[src/rtl/oam_dma_if.sv]
// rtl/oam_dma_if.sv - CPU-side and DMA-side bus signals of the sprite DMA engine
//
// Purpose: bundles the CPU trigger bus, the memory read-data return and the
// DMA bus-master outputs so the controller and its surroundings share one port.
// Modports:
//   master : the DMA controller (samples cpu_* and bus_din, drives cpu_halt/dma_*)
//   slave  : the system side (CPU, memory mux, PPU) facing the controller
interface oam_dma_if;
    logic        cpu_en;
    logic        cpu_write;
    logic [15:0] cpu_addr;
    logic [7:0]  cpu_dout;
    logic [7:0]  bus_din;
    logic        cpu_halt;
    logic        dma_active;
    logic        dma_en;
    logic        dma_write;
    logic [15:0] dma_addr;
    logic [7:0]  dma_dout;
    logic        dma_done;

    modport master (
        input  cpu_en, cpu_write, cpu_addr, cpu_dout, bus_din,
        output cpu_halt, dma_active, dma_en, dma_write, dma_addr, dma_dout, dma_done
    );

    modport slave (
        output cpu_en, cpu_write, cpu_addr, cpu_dout, bus_din,
        input  cpu_halt, dma_active, dma_en, dma_write, dma_addr, dma_dout, dma_done
    );
endinterface

[src/rtl/oam_dma_ctrl.sv]
// rtl/oam_dma_ctrl.sv - sprite DMA engine copying one 256-byte page into the PPU OAM port
//
// Purpose: a CPU write of page P to TRIG_ADDR halts the CPU and copies bytes
// P*256..P*256+255 in order to OAM_PORT, one read and one write per byte.
// Ports:
//   clk    : CPU-domain clock, all state changes on posedge
//   reset  : asynchronous active-low reset
//   bus    : oam_dma_if.master (cpu_* trigger inputs, bus_din read data,
//            cpu_halt/dma_active/dma_en/dma_write/dma_addr/dma_dout/dma_done)
// Parameters:
//   TRIG_ADDR    : CPU write address that starts a transfer
//   OAM_PORT     : PPU OAM data register written per byte
//   READ_LATENCY : cycles from dma_addr valid to bus_din valid (>= 1)
module oam_dma_ctrl #(
    parameter logic [15:0] TRIG_ADDR    = 16'h4014,
    parameter logic [15:0] OAM_PORT     = 16'h2004,
    parameter int          READ_LATENCY = 1
) (
    input  logic      clk,
    input  logic      reset,
    oam_dma_if.master bus
);

    localparam logic [7:0] LAT = 8'(READ_LATENCY);

    typedef enum logic [2:0] {
        S_IDLE,
        S_ALIGN,
        S_READ,
        S_WAIT,
        S_WRITE,
        S_DONE
    } state_t;

    state_t     state;
    logic [7:0] page;
    logic [7:0] idx;
    logic [7:0] wait_cnt;

    logic trigger;
    assign trigger = bus.cpu_en && bus.cpu_write && (bus.cpu_addr == TRIG_ADDR);

    // Outputs are registered: each transition loads the values the next
    // state presents, so every output is valid for exactly that state's cycle.
    always_ff @(posedge clk or negedge reset) begin
        if (!reset) begin
            state          <= S_IDLE;
            page           <= 8'h00;
            idx            <= 8'h00;
            wait_cnt       <= 8'h00;
            bus.cpu_halt   <= 1'b0;
            bus.dma_active <= 1'b0;
            bus.dma_en     <= 1'b0;
            bus.dma_write  <= 1'b0;
            bus.dma_addr   <= 16'h0000;
            bus.dma_dout   <= 8'h00;
            bus.dma_done   <= 1'b0;
        end else begin
            bus.dma_done <= 1'b0;
            case (state)
                S_IDLE: begin
                    if (trigger) begin
                        page           <= bus.cpu_dout;
                        idx            <= 8'h00;
                        state          <= S_ALIGN;
                        bus.cpu_halt   <= 1'b1;
                        bus.dma_active <= 1'b1;
                        bus.dma_en     <= 1'b0;
                        bus.dma_write  <= 1'b0;
                    end
                end
                S_ALIGN: begin
                    state         <= S_READ;
                    bus.dma_en    <= 1'b1;
                    bus.dma_write <= 1'b0;
                    bus.dma_addr  <= {page, idx};
                end
                S_READ: begin
                    wait_cnt   <= LAT;
                    state      <= S_WAIT;
                    bus.dma_en <= 1'b0;
                end
                S_WAIT: begin
                    // Last wait cycle: bus_din now carries the byte addressed in READ.
                    if (wait_cnt == 8'd1) begin
                        wait_cnt      <= 8'd0;
                        bus.dma_dout  <= bus.bus_din;
                        state         <= S_WRITE;
                        bus.dma_en    <= 1'b1;
                        bus.dma_write <= 1'b1;
                        bus.dma_addr  <= OAM_PORT;
                    end else begin
                        wait_cnt <= wait_cnt - 8'd1;
                    end
                end
                S_WRITE: begin
                    if (idx == 8'hFF) begin
                        state          <= S_DONE;
                        bus.dma_done   <= 1'b1;
                        bus.cpu_halt   <= 1'b0;
                        bus.dma_active <= 1'b0;
                        bus.dma_en     <= 1'b0;
                        bus.dma_write  <= 1'b0;
                        bus.dma_addr   <= 16'h0000;
                    end else begin
                        // Only the low byte advances, so the source stays inside the page.
                        idx           <= idx + 8'd1;
                        state         <= S_READ;
                        bus.dma_en    <= 1'b1;
                        bus.dma_write <= 1'b0;
                        bus.dma_addr  <= {page, idx + 8'd1};
                    end
                end
                S_DONE: begin
                    // A trigger landing here is dropped; IDLE is the only state that listens.
                    state <= S_IDLE;
                end
                default: begin
                    state <= S_IDLE;
                end
            endcase
        end
    end

endmodule
[src/flat_wrapper.sv]
// flat-port wrapper written by rule: the top's interface ports become plain ports
module oam_dma_ctrl_flat 
#(
    parameter logic [15:0] TRIG_ADDR    = 16'h4014,
    parameter logic [15:0] OAM_PORT     = 16'h2004,
    parameter int          READ_LATENCY = 1
)
  (clk, reset, bus_cpu_en, bus_cpu_write, bus_cpu_addr, bus_cpu_dout, bus_bus_din, bus_cpu_halt, bus_dma_active, bus_dma_en, bus_dma_write, bus_dma_addr, bus_dma_dout, bus_dma_done);
  oam_dma_if bus_i ();
  input  logic clk;
  input  logic reset;
  input wire logic [$bits(bus_i.cpu_en)-1:0] bus_cpu_en;
  input wire logic [$bits(bus_i.cpu_write)-1:0] bus_cpu_write;
  input wire logic [$bits(bus_i.cpu_addr)-1:0] bus_cpu_addr;
  input wire logic [$bits(bus_i.cpu_dout)-1:0] bus_cpu_dout;
  input wire logic [$bits(bus_i.bus_din)-1:0] bus_bus_din;
  output wire logic [$bits(bus_i.cpu_halt)-1:0] bus_cpu_halt;
  output wire logic [$bits(bus_i.dma_active)-1:0] bus_dma_active;
  output wire logic [$bits(bus_i.dma_en)-1:0] bus_dma_en;
  output wire logic [$bits(bus_i.dma_write)-1:0] bus_dma_write;
  output wire logic [$bits(bus_i.dma_addr)-1:0] bus_dma_addr;
  output wire logic [$bits(bus_i.dma_dout)-1:0] bus_dma_dout;
  output wire logic [$bits(bus_i.dma_done)-1:0] bus_dma_done;
  assign bus_i.cpu_en = bus_cpu_en;
  assign bus_i.cpu_write = bus_cpu_write;
  assign bus_i.cpu_addr = bus_cpu_addr;
  assign bus_i.cpu_dout = bus_cpu_dout;
  assign bus_i.bus_din = bus_bus_din;
  assign bus_cpu_halt = bus_i.cpu_halt;
  assign bus_dma_active = bus_i.dma_active;
  assign bus_dma_en = bus_i.dma_en;
  assign bus_dma_write = bus_i.dma_write;
  assign bus_dma_addr = bus_i.dma_addr;
  assign bus_dma_dout = bus_i.dma_dout;
  assign bus_dma_done = bus_i.dma_done;
  oam_dma_ctrl #(.TRIG_ADDR(TRIG_ADDR), .OAM_PORT(OAM_PORT), .READ_LATENCY(READ_LATENCY)) u_core (.clk(clk), .reset(reset), .bus(bus_i));
endmodule
[config.mk]
export PLATFORM = sky130hd
export DESIGN_NAME = oam_dma_ctrl_flat
export DESIGN_NICKNAME = d
export VERILOG_FILES = /design/src/rtl/oam_dma_if.sv /design/src/rtl/oam_dma_ctrl.sv /design/src/flat_wrapper.sv
export SDC_FILE = /design/constraint.sdc
export NUM_CORES = 1
export LEC_CHECK = 0
export CORE_ASPECT_RATIO = 1.75
export CORE_MARGIN = 5
export CORE_UTILIZATION = 45
export DETAILED_ROUTE_END_ITERATION = 16
export HOLD_SLACK_MARGIN = 0.12
export PLACE_DENSITY = 0.73
export SYNTH_ARGS = -nofsm -noshare
export SYNTH_HDL_FRONTEND = slang
export SYNTH_SLANG_ARGS = --single-unit
[constraint.sdc]
create_clock -name clk -period 5.7 [get_ports clk]
set_clock_uncertainty 0.2 [all_clocks]
set_input_delay 1.425 -clock clk [delete_from_list [all_inputs] [get_ports clk]]
set_output_delay 1.425 -clock clk [all_outputs]
set_load 0.02 [all_outputs]
==> results.json, run 1 <==
{
  "finalMaxSlewViolations": 0,
  "die-area_um2": 8013,
  "syn_avg_cell_area_um2": 10.29,
  "cp_slowest_cell": "nor3_4",
  "cts-root-buf": "clkbuf_8",
  "ys_seq_elements": 55,
  "fin_nets": 368,
  "ir_worst_vdd_mv": 0.1644,
  "n_fill_cell": 524,
  "cts.hold.buffers_added": 0,
  "crit_type": "input pin to flop",
  "slowest_delay_ps": 680,
  "multi_input_area_um2": 1299,
  "start_util_pct": 45.98,
  "status": "completed",
  "utilization_pct": 58.57,
  "fin_crit_sh_pct": 60.96,
  "cts_resized": 0,
  "cts.reportedPaths.clkPinSlew_ps": 80,
  "setup_tns_ps": 0,
  "finalHoldViolations": 0,
  "die_h_um": 114.7,
  "synth_edf_count": 0,
  "ant_nets": 0,
  "hold_path.class": "flop to flop",
  "start_kind": "input pin",
  "max_freq_mhz": 287.8,
  "drc": 0,
  "mostFrequentLayoutCells": "63 x clkdlybuf4s50_1, 55 x dfrtp_1, 24 x o21ai_0, 22 x nand2_1, 20 x mux2_2",
  "grt_max_degree": 56,
  "grt-ovfl-total": 0,
  "vias": 2313,
  "seqCellArea_um2": 1376,
  "grt_pass1_vias": 2299,
  "area_growth_pct": 27.37,
  "antenna_found_initial": 0,
  "port-buffer-count": 64,
  "via_per_inst": 5.641,
  "crit_chain": "clkdlybuf4s50_1 > nor4_1 > nand4b_1 > nor3_4 > mux2_2",
  "crit_fanout": 17,
  "cts_tree": "done",
  "die_w_um": 69.85,
  "wl_per_cell_um": 16.42,
  "io_pins": 65,
  "p_leak_nw": 1.584,
  "routabilityCongestion": 0.8910,
  "fin_hold_ws_ps": 298.9,
  "drv_cap": 0,
  "dp_hpwl_mm": 5.097,
  "end_kind": "flop",
  "cts.sinks": 55,
  "antenna_cells": 0,
  "drive_gt1_share_pct": 11.82,
  "syn_nets": 313,
  "netlist_area_um2": 2820,
  "drt_pre_antenna_iters": 6,
  "power_density_nw_per_um2": 197.9,
  "ys_seq_area_share_pct": 48.80,
  "crit_arrival_ps": 3460,
  "cts_buffers": 5,
  "slew_headroom_pct": 44.84,
  "drt_iter0_drc": 181,
  "synth-warning-count": 0,
  "post_cts_buffers": 0,
  "layout_commonest_cell": "clkdlybuf4s50_1",
  "row_count": 38,
  "coreArea_um2": 6133,
  "setup_viol": 0,
  "h-tree-depth": 2,
  "grt_pass1_wl_mm": 11.35,
  "worstSkewPairLatency_ps": 310,
  "worst_pin_slew_ps": 816.6,
  "rsz0062_at_grt": "no",
  "synth_cell_types": 61,
  "syn_inst": 274,
  "crit_required_ps": 5690,
  "grtUsageTotal_pct": 17.57,
  "finalWirelength_mm": 6.734,
  "ys.flop_type": "dfrtp_1",
  "clk_path_buf_depth": 2,
  "fin_crit_ps": 3475,
  "ys_async_sr_fraction_pct": 100.0
}
## routing by layer
| metal | wire length (µm) | vias to the layer above | part of all wire, % | global-route usage, % |
|---|---|---|---|---|
| met1 | 2454 | 1125 | 36 | 19.71 |
| met5 | 0 | - | 0 | 0 |
| met4 | 125 | 0 | 1.9 | 6.266 |
| met3 | 193 | 13 | 2.9 | 2.460 |
| li1 | - | 1118 | - | - |
| met2 | 3960 | 57 | 59 | 33.42 |
## synth_stat cells, types with 8 or more instances
master	count	area share [%]
o211ai_1	8	2.1
nor3_1	8	1.4
inv_1	13	1.7
dfrtp_1	55	49
nand2_1	22	2.9
nor2_1	13	1.7
nand3_1	10	1.8
clkbuf_1	10	1.3
mux2_2	20	8.0
o21ai_0	24	4.3
a31oi_1	9	2.0
## registers in the layout, summed over array words and instances (netlist names)
| signal | flops |
|---|---|
| u_core.bus.cpu_halt | 1 |
| u_core.idx | 8 |
| u_core.wait_cnt | 8 |
| u_core.page | 8 |
| u_core.bus.dma_addr | 16 |
| u_core.bus.dma_write | 1 |
| u_core.bus.dma_en | 1 |
| u_core.bus.dma_dout | 8 |
| u_core.bus.dma_done | 1 |
| u_core.state | 3 |
## final timing paths
kind,start,endpoint,slack [ps],depth (start not counted)
max,bus_cpu_addr[11],u_core.page[3],2230,5
min,u_core.bus.dma_en,u_core.bus.dma_en,300,1
max reg2reg,u_core.state[0],u_core.bus.dma_addr[3],2990,5
min reg2reg,u_core.bus.dma_en,u_core.bus.dma_en,300,1
max in group asynchronous,reset,u_core.bus.dma_dout[2],3790,2
min in group asynchronous,reset,u_core.idx[5],1040,2
## through the flow
stage | cells | power, mW | area (µm²) | setup slack (ps)
final | 410 | 0.7110 | 3592 | 2225
after global routing | 410 | 0.7429 | 3592 | 2106
after CTS | 410 | 0.7179 | 3592 | 2231
after detailed placement | 402 | 0.4536 | 3475 | 1909
after global placement | 402 | 0.4528 | 3475 | 1969
after floorplan | 274 | 0.4137 | 2820 | 2570
## report_power, final
group,leakage (nW),total (mW),switching (mW),internal [mW]
combinational,0.814,0.0498,0.0192,0.0306
sequential,0.708,0.395,0.00187,0.393
clock,0.0612,0.266,0.124,0.142
total,1.58,0.711,0.145,0.566
## cell type report
type | instances | share of cell area, %
clock inverter | 2 | 0.9753
tap | 80 | 2.786
inverter | 13 | 1.358
multi-input combinational | 188 | 36.15
timing repair buffer | 66 | 18.11
sequential | 55 | 38.31
clock buffer | 6 | 2.299
## cell families after synthesis
logic type	share of synthesized area, %
adders and majority gates	1.331
AOI/OAI and AO/OA	18.32
and+or+nand+nor	16.68
xor gates and xnor gates	0.6212
buffers and inverters	5.146
DFF	48.80
muxes	9.095
## critical path: cells and delay by family
kind	cells	cell delay [ps]
simple gates	3	1230
mux	1	410
buf+inv	1	400
(Power assumes the default switching activity.)
==> run 2, diff against run 1 <==
--- a/config.mk
+++ b/config.mk
@@ -10,7 +10,7 @@
 export CORE_UTILIZATION = 45
 export DETAILED_ROUTE_END_ITERATION = 16
 export HOLD_SLACK_MARGIN = 0.12
-export PLACE_DENSITY = 0.73
+export PLACE_DENSITY = 0.76
 export SYNTH_ARGS = -nofsm -noshare
 export SYNTH_HDL_FRONTEND = slang
 export SYNTH_SLANG_ARGS = --single-unit
==> constraint.sdc (replaced) <==
create_clock -name clk -period 3.15 [get_ports clk]
set_clock_uncertainty 0.2 [all_clocks]
set_input_delay 0.7875 -clock clk [delete_from_list [all_inputs] [get_ports clk]]
set_output_delay 0.7875 -clock clk [all_outputs]
set_load 0.02 [all_outputs]
==> run 2 against run 1 <==
  * Register-to-register slack lost 2400 ps
  * Sequential power is 81% higher
  * Non-clock buffer count increased by 5
  * Sequential share of layout area shrank 0.15 points
  * Highest routed layer unchanged
==> results.json, run 2 (same netlist as run 1, synthesis figures left out) <==
{
  "power_density_nw_per_um2": 334.3,
  "drive_gt1_share_pct": 13.13,
  "drt_pre_antenna_iters": 4,
  "via_per_inst": 5.658,
  "path_buf_inv": 1,
  "finalWirelength_mm": 6.744,
  "crit_chain": "clkdlybuf4s50_1 > nor4_1 > nand4b_1 > nor3_4 > mux2_2",
  "drc": 0,
  "cts-root-buf": "clkbuf_8",
  "h-tree-depth": 2,
  "fin_hold_ws_ps": 309.5,
  "ir_worst_vdd_mv": 0.2116,
  "vias": 2348,
  "cts.sinks": 55,
  "max_freq_mhz": 388.5,
  "fin_area_um2": 3606,
  "routabilityCongestion": 0.9059,
  "post_cts_buffers": 0,
  "combPwrFrac_pct": 7.5,
  "grtUsageTotal_pct": 17.33,
  "p_leak_nw": 1.592,
  "finalHoldViolations": 0,
  "cp_slowest_cell": "nor3_4",
  "cts_tree": "done",
  "slew_headroom_pct": 49.87,
  "seq_power_share_pct": 59.3,
  "antenna_found_initial": 0,
  "ant_nets": 0,
  "fin_crit_sh_pct": 81.71,
  "status": "completed",
  "fin_crit_ps": 2574,
  "dp_hpwl_mm": 5.136,
  "drv_cap": 0,
  "coreArea_um2": 6133,
  "start_kind": "input pin",
  "utilization_pct": 58.79,
  "grt_pass1_wl_mm": 11.14,
  "largest_reg_flops": 16,
  "antenna_cells": 0,
  "switching_share_pct": 23.15,
  "die_w_um": 69.85,
  "slowest_delay_ps": 460,
  "dpl-instance-area_um2": 3512,
  "p_clk_share_pct": 33.2,
  "io_pins": 65,
  "cp_top_family": "simple AND/OR/NAND/NOR gates",
  "wl_per_cell_um": 16.25,
  "cts_resized": 0,
  "die-area_um2": 8013,
  "grt_max_degree": 56,
  "p_sw_uw": 279.1,
  "max_flop_register": "u_core.bus.dma_addr",
  "cts.reportedPaths.clkPinSlew_ps": 100,
  "crit_required_ps": 3150,
  "p_int_uw": 926.4,
  "setup_viol": 0,
  "clk_path_buf_depth": 2,
  "area_growth_pct": 27.86,
  "cts.hold.buffers_added": 0,
  "crit_type": "input pin to flop",
  "end_kind": "flop",
  "grt_pass1_vias": 2361,
  "worst_pin_slew_ps": 742.2,
  "setup_tns_ps": 0,
  "crit_fanout": 9,
  "port-buffer-count": 64,
  "hold_path.class": "flop to flop",
  "rsz0062_at_grt": "no",
  "die_h_um": 114.7,
  "worstSkewPairLatency_ps": 310,
  "crit_arrival_ps": 2570,
  "fin_nets": 373,
  "grt-ovfl-total": 0,
  "mostFrequentLayoutCells": "63 x clkdlybuf4s50_1, 55 x dfrtp_1, 24 x o21ai_0, 22 x nand2_1, 20 x mux2_2",
  "row_count": 38,
  "drt_iter0_drc": 298,
  "start_util_pct": 45.98,
  "cts_buffers": 5,
  "finalMaxSlewViolations": 0,
  "layout_commonest_cell": "clkdlybuf4s50_1"
}
run 2: changes by cell type in the layout (fill, tap and decap cells not counted), sizes merged:
cell	before	now
buf	3	8
clkinv	1	2
clkinvlp	0	1
bufinv	1	0
clkbuf	6	5
run 2: final timing paths:
kind                                         from                endpoint  slack [ps]  cells past startpoint
max in group asynchronous                   reset    u_core.bus.dma_write        1870                      2
min in group asynchronous                   reset      u_core.wait_cnt[4]         390                      2
setup reg to reg               u_core.wait_cnt[1]  u_core.bus.dma_addr[3]         630                      6
setup / recovery                 bus_cpu_addr[11]          u_core.page[3]         580                      5
hold / removal             u_core.bus.dma_dout[5]  u_core.bus.dma_dout[5]         310                      1
hold reg to reg            u_core.bus.dma_dout[5]  u_core.bus.dma_dout[5]         310                      1
run 2: routing by layer:
layer  global-route usage, %  wire length, µm  vias up
li1                        -                -     1135
met1                   18.01             2423     1135
met2                   33.48             3923       65
met3                   2.373              220       13
met4                   8.440              177        0
met5                       0                0        -
run 2: layout make-up:
type                       count  area [µm²]
fill                         503        2527
sequential                    55        1376
multi-input combinational    188        1299
timing repair buffer          71       688.2
tap                           80       100.1
clock buffer                   5       68.82
inverter                      13       48.80
clock inverter                 3       25.02
run 2: per-stage QoR:
step | instances | setup slack, ps | power [mW]
2_1_floorplan | 274 | 657.2 | 0.7487
3_3_place_gp | 407 | 290.4 | 0.8195
3_5_place_dp | 407 | 222.4 | 0.8216
4_1_cts | 415 | 563.4 | 1.220
5_1_grt | 415 | 450.8 | 1.255
6_report | 415 | 576.1 | 1.206
run 2: power by group through the flow:
stage               Sequential [mW]  Clock (mW)  Combinational [mW]
floorplan                     0.736           0              0.0129
global placement              0.728           0              0.0911
detailed placement            0.729           0              0.0928
global route                  0.716       0.440              0.0993
finish                        0.715       0.400              0.0910
CTS                           0.715       0.412              0.0930
==> run 3, diff against run 2 <==
==> constraint.sdc (replaced) <==
create_clock -name clk -period 2.2 [get_ports clk]
set_clock_uncertainty 0.2 [all_clocks]
set_input_delay 0.55 -clock clk [delete_from_list [all_inputs] [get_ports clk]]
set_output_delay 0.55 -clock clk [all_outputs]
set_load 0.02 [all_outputs]
==> run 3 against run 2 <==
  * Sequential share of layout area shrank 3.1 points
  * Power grew 46%
  * Non-clock buffer count grew 25
  * Global-route usage grew 1.2 points
  * Die area is the same
  * First-iteration DRC count shrank 40%
  * Sequential power grew 43%
  * Setup slack lost 530 ps
  * Critical endpoint is now u_core.page[2]
  * Largest power group unchanged
==> results.json, run 3 (same netlist as run 1, synthesis figures left out) <==
{
  "dp_hpwl_mm": 5.340,
  "drv_cap": 0,
  "drive_gt1_share_pct": 21.33,
  "rrSetupSlack_ps": 40,
  "p_leak_nw": 1.839,
  "max_freq_mhz": 463.5,
  "mostFrequentLayoutCells": "55 x dfrtp_1, 52 x clkdlybuf4s50_1, 27 x buf_4, 24 x o21ai_0, 22 x nand2_1",
  "largest_reg_flops": 16,
  "end_kind": "flop",
  "start_kind": "input pin",
  "min_path_cells": 1,
  "crit_fanout": 5,
  "finalHoldViolations": 0,
  "fin_hold_ws_ps": 312.0,
  "finalWirelength_mm": 7.308,
  "r2r_end": "u_core.bus.dma_addr[7]",
  "ff2ff_path_depth": 6,
  "die-area_um2": 8013,
  "drt_pre_antenna_iters": 4,
  "wl_per_cell_um": 16.57,
  "io_pins": 65,
  "cts_tree": "done",
  "layout_commonest_cell": "dfrtp_1",
  "setup_tns_ps": 0,
  "max_flop_register": "u_core.bus.dma_addr",
  "grt-ovfl-total": 0,
  "cts-root-buf": "clkbuf_8",
  "row_count": 38,
  "grtUsageTotal_pct": 18.53,
  "cts.reportedPaths.clkPinSlew_ps": 110,
  "via_per_inst": 5.619,
  "die_w_um": 69.85,
  "hold_path.class": "flop to flop",
  "start_util_pct": 45.98,
  "fin_nets": 399,
  "setup_viol": 0,
  "cts_buffers": 5,
  "antenna_cells": 0,
  "worstReg2RegStart": "u_core.wait_cnt[1]",
  "drc": 0,
  "ant_nets": 0,
  "worst_pin_slew_ps": 456.7,
  "place_ws_ps": -371.1,
  "antenna_found_initial": 0,
  "routabilityCongestion": 0.8880,
  "cts.sinks": 55,
  "worstSkewPairLatency_ps": 320,
  "grt_max_degree": 56,
  "vias": 2478,
  "power_density_nw_per_um2": 448.3,
  "grt_pass1_vias": 2488,
  "die_h_um": 114.7,
  "slew_headroom_pct": 69.42,
  "fin_crit_sh_pct": 98.06,
  "finalMaxSlewViolations": 0,
  "crit_required_ps": 2220,
  "drt_iter0_drc": 179,
  "port-buffer-count": 64,
  "h-tree-depth": 2,
  "fin_crit_ps": 2157,
  "area_growth_pct": 39.31,
  "status": "completed",
  "clk_path_buf_depth": 2,
  "setup_ws_ps": 42.60,
  "grt_pass1_wl_mm": 11.97,
  "ir_worst_vdd_mv": 0.3308,
  "coreArea_um2": 6133,
  "crit_arrival_ps": 2180,
  "rsz0062_at_grt": "yes",
  "setup.worst_path.start": "bus_cpu_addr[6]",
  "crit_type": "input pin to flop",
  "setup.worst_path.end": "u_core.page[2]"
}
## run 3: per-layer routing
metal	vias up	wire length [µm]	track usage (%)	part of all wire, %
li1	1192	-	-	-
met1	1213	2559	20.21	35
met2	56	4318	34.55	59
met3	17	229	2.900	3.1
met4	0	201	8.824	2.8
met5	-	0	0	0
## run 3: worst min-delay path by stage
stage / from / to / slack (ps)
floorplan: reset / u_core.bus.cpu_halt / 50
global placement: u_core.bus.dma_en / u_core.bus.dma_en / 280
detailed placement: u_core.bus.dma_dout[5] / u_core.bus.dma_dout[5] / 290
CTS: u_core.bus.dma_dout[5] / u_core.bus.dma_dout[5] / 320
global route: u_core.bus.dma_dout[7] / u_core.bus.dma_dout[7] / 330
finish: u_core.bus.dma_dout[5] / u_core.bus.dma_dout[5] / 310
## run 3: through the flow
step / std cells / util, % / total power [mW] / cell area [µm²]
after floorplan: 274 / - / 1.072 / 2820
after global placement: 428 / 60.24 / 1.178 / 3695
after detailed placement: 428 / 60.24 / 1.181 / 3695
after CTS: 436 / 62.16 / 1.785 / 3812
after global routing: 441 / 64.06 / 1.837 / 3929
final: 441 / 64.06 / 1.761 / 3929
## run 3: power by group
part | switching [mW] | internal (mW)
clock network | 0.364 | 0.235
logic | 0.0562 | 0.0825
registers | 0.00450 | 1.02
total | 0.425 | 1.34
## run 3: layout make-up
cell class / instances / area (µm²)
Clock inverter: 3 / 26.28
Inverter: 13 / 48.80
Fill cell: 486 / 2205
Sequential cell: 55 / 1376
Multi-Input combinational cell: 189 / 1360
Tap cell: 80 / 100.1
Clock buffer: 5 / 68.82
Timing Repair Buffer: 96 / 948.4
## run 3: timing repair
item | CTS | global route
gates cloned | 0 | 2
setup endpoints to repair | 21 | 34
buffers inserted | 0 | 3
endpoints found under the hold margin | 55 | 0
resized for setup | 6 | 20
hold buffers | 1 | 0
pin swaps | 4 | 9
## run 3: worst max-delay path, stage by stage
cell and delay (ps):
clkdlybuf4s50_1 410, nor4_2 150, nand4b_1 200, nor3_4 340, clkbuf_16 200, mux2_2 320
==> variant 1 (config.mk and constraints of run 2) <==
`OAM_PORT` is set to 16'h2004 in 2 places; all go to 16'h1002.
--- a/src/rtl/oam_dma_ctrl.sv
+++ b/src/rtl/oam_dma_ctrl.sv
@@ -14,5 +14,5 @@
 module oam_dma_ctrl #(
     parameter logic [15:0] TRIG_ADDR    = 16'h4014,
-    parameter logic [15:0] OAM_PORT     = 16'h2004,
+    parameter logic [15:0] OAM_PORT     = 16'h1002,
     parameter int          READ_LATENCY = 1
 ) (
--- a/src/flat_wrapper.sv
+++ b/src/flat_wrapper.sv
@@ -3,5 +3,5 @@
 #(
     parameter logic [15:0] TRIG_ADDR    = 16'h4014,
-    parameter logic [15:0] OAM_PORT     = 16'h2004,
+    parameter logic [15:0] OAM_PORT     = 16'h1002,
     parameter int          READ_LATENCY = 1
 )
Function: changed (Yosys sat finds a counterexample within 10 cycles, from zero or initial values and one cycle with reset low).
==> variant 1 against run 2 <==
- sequential cell count stayed put
- worst hold slack lost 130 ps
- total power is 0.36% lower
- worst setup slack better by 66 ps
- synthesized cell count down 7.7%
- critical path type unchanged
- synthesized area fell by 4.9%
- routed wire length decreased by 8.0%
- final area fell by 4.7%
==> variant 1: results <==
{
  "grt_pass1_vias": 2231,
  "ir_drop_mv": 0.2947,
  "synth_top_cells_by_area": "dfrtp_1 51%, mux2_1 4.2%, o21ai_0 4.1%",
  "crit_fanout": 13,
  "slew-limit-headroom": 0.5405,
  "drt_iter0_markers": 160,
  "grt_use_met1": 0.2052,
  "postCtsSetupBuffers": 0,
  "p_comb_frac": 0.067,
  "slowest_stage": "clkdlybuf4s50_1",
  "cts_buffers": 5,
  "syn_area_per_cell_um2": 10.60,
  "grt_use_met2": 0.3189,
  "leakage_nw": 1.510,
  "cts_buffer_depth": 2,
  "nets": 351,
  "power.switching_uw": 279.3,
  "seq_area_frac_synth": 0.5131,
  "via_per_inst": 5.448,
  "drive_gt1_frac": 0.07987,
  "syn_nets": 292,
  "r2r-start": "u_core.idx[0]$_DFFE_PN0P_",
  "reg2reg_to": "u_core.bus.dma_addr[3]$_DFFE_PN0P_",
  "dp_hpwl_um": 4669,
  "grt_max_degree": 38,
  "insertion_delay_ps": 320,
  "p_clk_frac": 0.339,
  "met3_length_um": 207,
  "grtUsageTotal": 0.1801,
  "htree_num_levels": 2,
  "synth_most_common_cell": "dfrtp_1",
  "m1WireLength_um": 2341,
  "top_register": "u_core.bus.dma_addr",
  "cp.arrival_ps": 2520,
  "port_buffers": 64,
  "crit_family": "simple AND/OR/NAND/NOR gates",
  "gp_congestion": 0.8636,
  "rr_worst_depth": 6,
  "fillers": 517,
  "dp_cells": 383,
  "grt_pass1_wl_um": 10580,
  "wl_per_cell_um": 15.87,
  "rrSetupSlack_ps": 770,
  "wl_met2_um": 3531,
  "outcome": "finished clean",
  "cts_resized": 0,
  "synth_commonest_cells": "55 x dfrtp_1, 22 x nand2_1, 22 x o21ai_0, 15 x a21oi_1, 13 x nor2_1",
  "synth_cell_type_count": 53,
  "totalWireLength_um": 6206,
  "yosysWarnings": 0,
  "hp-class": "primary input to asynchronous set/reset pin",
  "met3_usage": 0.03604
}
-- variant 1: metrics by stage --
step / hold WS, ps / area (µm²) / utilization / setup slack, ps / total power [mW]
finish: 181.9 / 3437 / 0.5892 / 641.7 / 1.201
global route: 214.1 / 3437 / 0.5892 / 479.6 / 1.250
CTS: 189.9 / 3437 / 0.5892 / 623.9 / 1.215
detailed placement: 264.8 / 3346 / 0.5736 / 266.4 / 0.8098
global placement: 262.8 / 3346 / 0.5736 / 323.1 / 0.8081
floorplan: 252.0 / 2683 / - / 812.7 / 0.7400
-- variant 1: cell type report --
type	instances	area [µm²]	area share
well taps	78	97.59	0.02839
clock inverters	3	22.52	0.006553
clock buffers	5	68.82	0.02002
repair buffers	67	658.1	0.1915
multi-input cells	175	1184	0.3444
inverters	8	30.03	0.008737
flip-flops and latches	55	1376	0.4004
-- variant 1: worst max path at each step --
stage,from,to,cells past startpoint
2_1_floorplan,bus_cpu_addr[7],u_core.page[0]$_DFFE_PN0P_,5
3_3_place_gp,bus_cpu_write,u_core.page[7]$_DFFE_PN0P_,6
3_5_place_dp,bus_cpu_write,u_core.page[4]$_DFFE_PN0P_,6
4_1_cts,bus_cpu_write,u_core.page[4]$_DFFE_PN0P_,6
5_1_grt,bus_cpu_write,u_core.page[2]$_DFFE_PN0P_,6
6_report,bus_cpu_write,u_core.page[4]$_DFFE_PN0P_,6
-- variant 1: cell families after synthesis --
| group | synth area share |
|---|---|
| AO/OA/AOI/OAI | 0.1959 |
| XOR/XNOR | 0.003266 |
| adder cells (fa/ha/maj) | 0.01399 |
| buffers and inverters | 0.04571 |
| flip-flops | 0.5131 |
| multiplexers | 0.06716 |
| AND/OR/NAND/NOR | 0.1609 |
==> variant 2 (config.mk and constraints of run 2) <==
Without the edit above. Re-encode `state_t` (6 states) as one-hot, 6 bits wide.
--- a/src/rtl/oam_dma_ctrl.sv
+++ b/src/rtl/oam_dma_ctrl.sv
@@ -24,11 +24,11 @@
     localparam logic [7:0] LAT = 8'(READ_LATENCY);
 
-    typedef enum logic [2:0] {
-        S_IDLE,
-        S_ALIGN,
-        S_READ,
-        S_WAIT,
-        S_WRITE,
-        S_DONE
+    typedef enum logic [5:0] {
+        S_IDLE  = 6'b000001,
+        S_ALIGN = 6'b000010,
+        S_READ  = 6'b000100,
+        S_WAIT  = 6'b001000,
+        S_WRITE = 6'b010000,
+        S_DONE  = 6'b100000
     } state_t;
 
Behaviour: same outputs for any inputs over 10 cycles, from zero or initial values and one cycle with reset low; not proved beyond that.
==> variant 2 against run 2 <==
- worst setup slack got worse by 21 ps
- routed wire length decreased by 1.7%
- synthesized area rose by 0.31%
- total power grew 37%
- sequential cell count increased by 3
- final area up 5.0%
- final cell count increased by 4.1%
- combinational power fell by 4.3%
==> variant 2: results <==
{
  "synth_top_cells_by_area": "dfrtp_1 50%, mux2_2 8.0%, o21ai_0 4.1%",
  "insertion_delay_ps": 350,
  "dp_hpwl_um": 4862,
  "root_buffer": "clkbuf_8",
  "cts_buffers": 9,
  "rr_worst_depth": 4,
  "crit_fanout": 15,
  "synth_commonest_cells": "57 x dfrtp_1, 29 x nor2_1, 23 x o21ai_0, 20 x mux2_2",
  "whs_path_depth": 1,
  "vias": 2377,
  "grt_pass1_wl_um": 11270,
  "synth_cell_type_count": 52,
  "totalWireLength_um": 6629,
  "outcome": "finished clean",
  "seq_area_frac_synth": 0.5135,
  "gp_congestion": 0.7568,
  "ir_drop_mv": 0.3442,
  "cp.arrival_ps": 2620,
  "met3_usage": 0.04987,
  "grt_pass1_vias": 2452,
  "slowest_stage": "clkdlybuf4s50_1",
  "grt_use_met2": 0.3108,
  "nets": 386,
  "cts_hold_buf": 1,
  "cts_buffer_depth": 2,
  "drive_gt1_frac": 0.1335,
  "grt_use_met1": 0.1917,
  "grt_max_degree": 56,
  "syn_nets": 319,
  "synth_top_area_share": 0.5042,
  "antenna_found_initial": 0,
  "tightest_slew_ps": 622.1,
  "dp_slack_ps": 180.2,
  "path_clk_slew_ps": 70,
  "htree_num_levels": 3,
  "grtUsageTotal": 0.1787,
  "leakage_nw": 1.715
}
==> variant 2: cell count changes after synthesis, sizes merged, moves of 3 or more <==
cell           run 2  this run
a31oi              9         5
clkbuf            10         6
and3               2         7
nor2              13        30
and4b              0         3
nand2             22        14
nand4              2         6
a21oi              5        14
o22ai              4         0
o211ai             8         0
==> variant 2: cell families (layout without fill, tap and decap cells) <==
kind of cell,count (synthesis),in the layout,synth area share
flops,58,58,0.5135
mux,23,23,0.09023
buf+inv,27,99,0.04202
fa+ha+maj,3,3,0.01327
xor+xnor,5,5,0.01548
compound gates,58,58,0.1252
simple gates,106,106,0.2004
==> variant 2: final timing paths <==
| path | from | to | slack, ps |
|---|---|---|---|
| worst min register to register | u_core.bus.dma_write$_DFFE_PN0P_ | u_core.bus.dma_write$_DFFE_PN0P_ | 290 |
| worst max-delay path | bus_cpu_addr[4] | u_core.page[7]$_DFFE_PN0P_ | 560 |
| min in group asynchronous | reset | u_core.bus.dma_dout[3]$_DFFE_PN0P_ | 590 |
| max in group asynchronous | reset | u_core.state[0]$_DFFE_PN1P_ | 1630 |
| worst min-delay path | u_core.bus.dma_write$_DFFE_PN0P_ | u_core.bus.dma_write$_DFFE_PN0P_ | 290 |
| worst max register to register | u_core.state[4]$_DFFE_PN0P_ | u_core.bus.dma_dout[7]$_DFFE_PN0P_ | 600 |
==> variant 2: layer usage <==
layer  vias up  share of wire
met5         -              0
met4         0          0.029
met3        14          0.044
met2        57           0.54
met1      1173           0.39
li1       1133              -
==> variant 2: power breakdown <==
| group | switching (mW) | total [mW] | internal [mW] | leakage (nW) |
|---|---|---|---|---|
| sequential | 0.00270 | 0.753 | 0.750 | 0.757 |
| clock | 0.296 | 0.817 | 0.521 | 0.120 |
| combinational | 0.0326 | 0.0871 | 0.0545 | 0.838 |
| total | 0.331 | 1.66 | 1.33 | 1.72 |
==> variant 2: area by class of cell <==
type	count	area, µm²
fillers	522	2394
multi-input cells	195	1261
inverters	14	52.55
flip-flops and latches	58	1453
well taps	80	100.1
repair buffers	69	688.2
clock buffers	10	127.6
clock inverters	6	105.1
==> variant 2: stage by stage <==
stage / std cells / util / cell area [µm²]
after floorplan: 280 / - / 2829
after global placement: 415 / 0.5735 / 3545
after detailed placement: 415 / 0.5735 / 3545
after CTS: 432 / 0.6128 / 3787
after global routing: 432 / 0.6128 / 3787
final: 432 / 0.6128 / 3787
==> variant 2: worst reg2reg max path, stage by stage, from the launching register on <==
cell     delay (ps)
dfrtp_1         500
or4_1           570
nor2_1          300
nand3_1         430
mux2_2          440
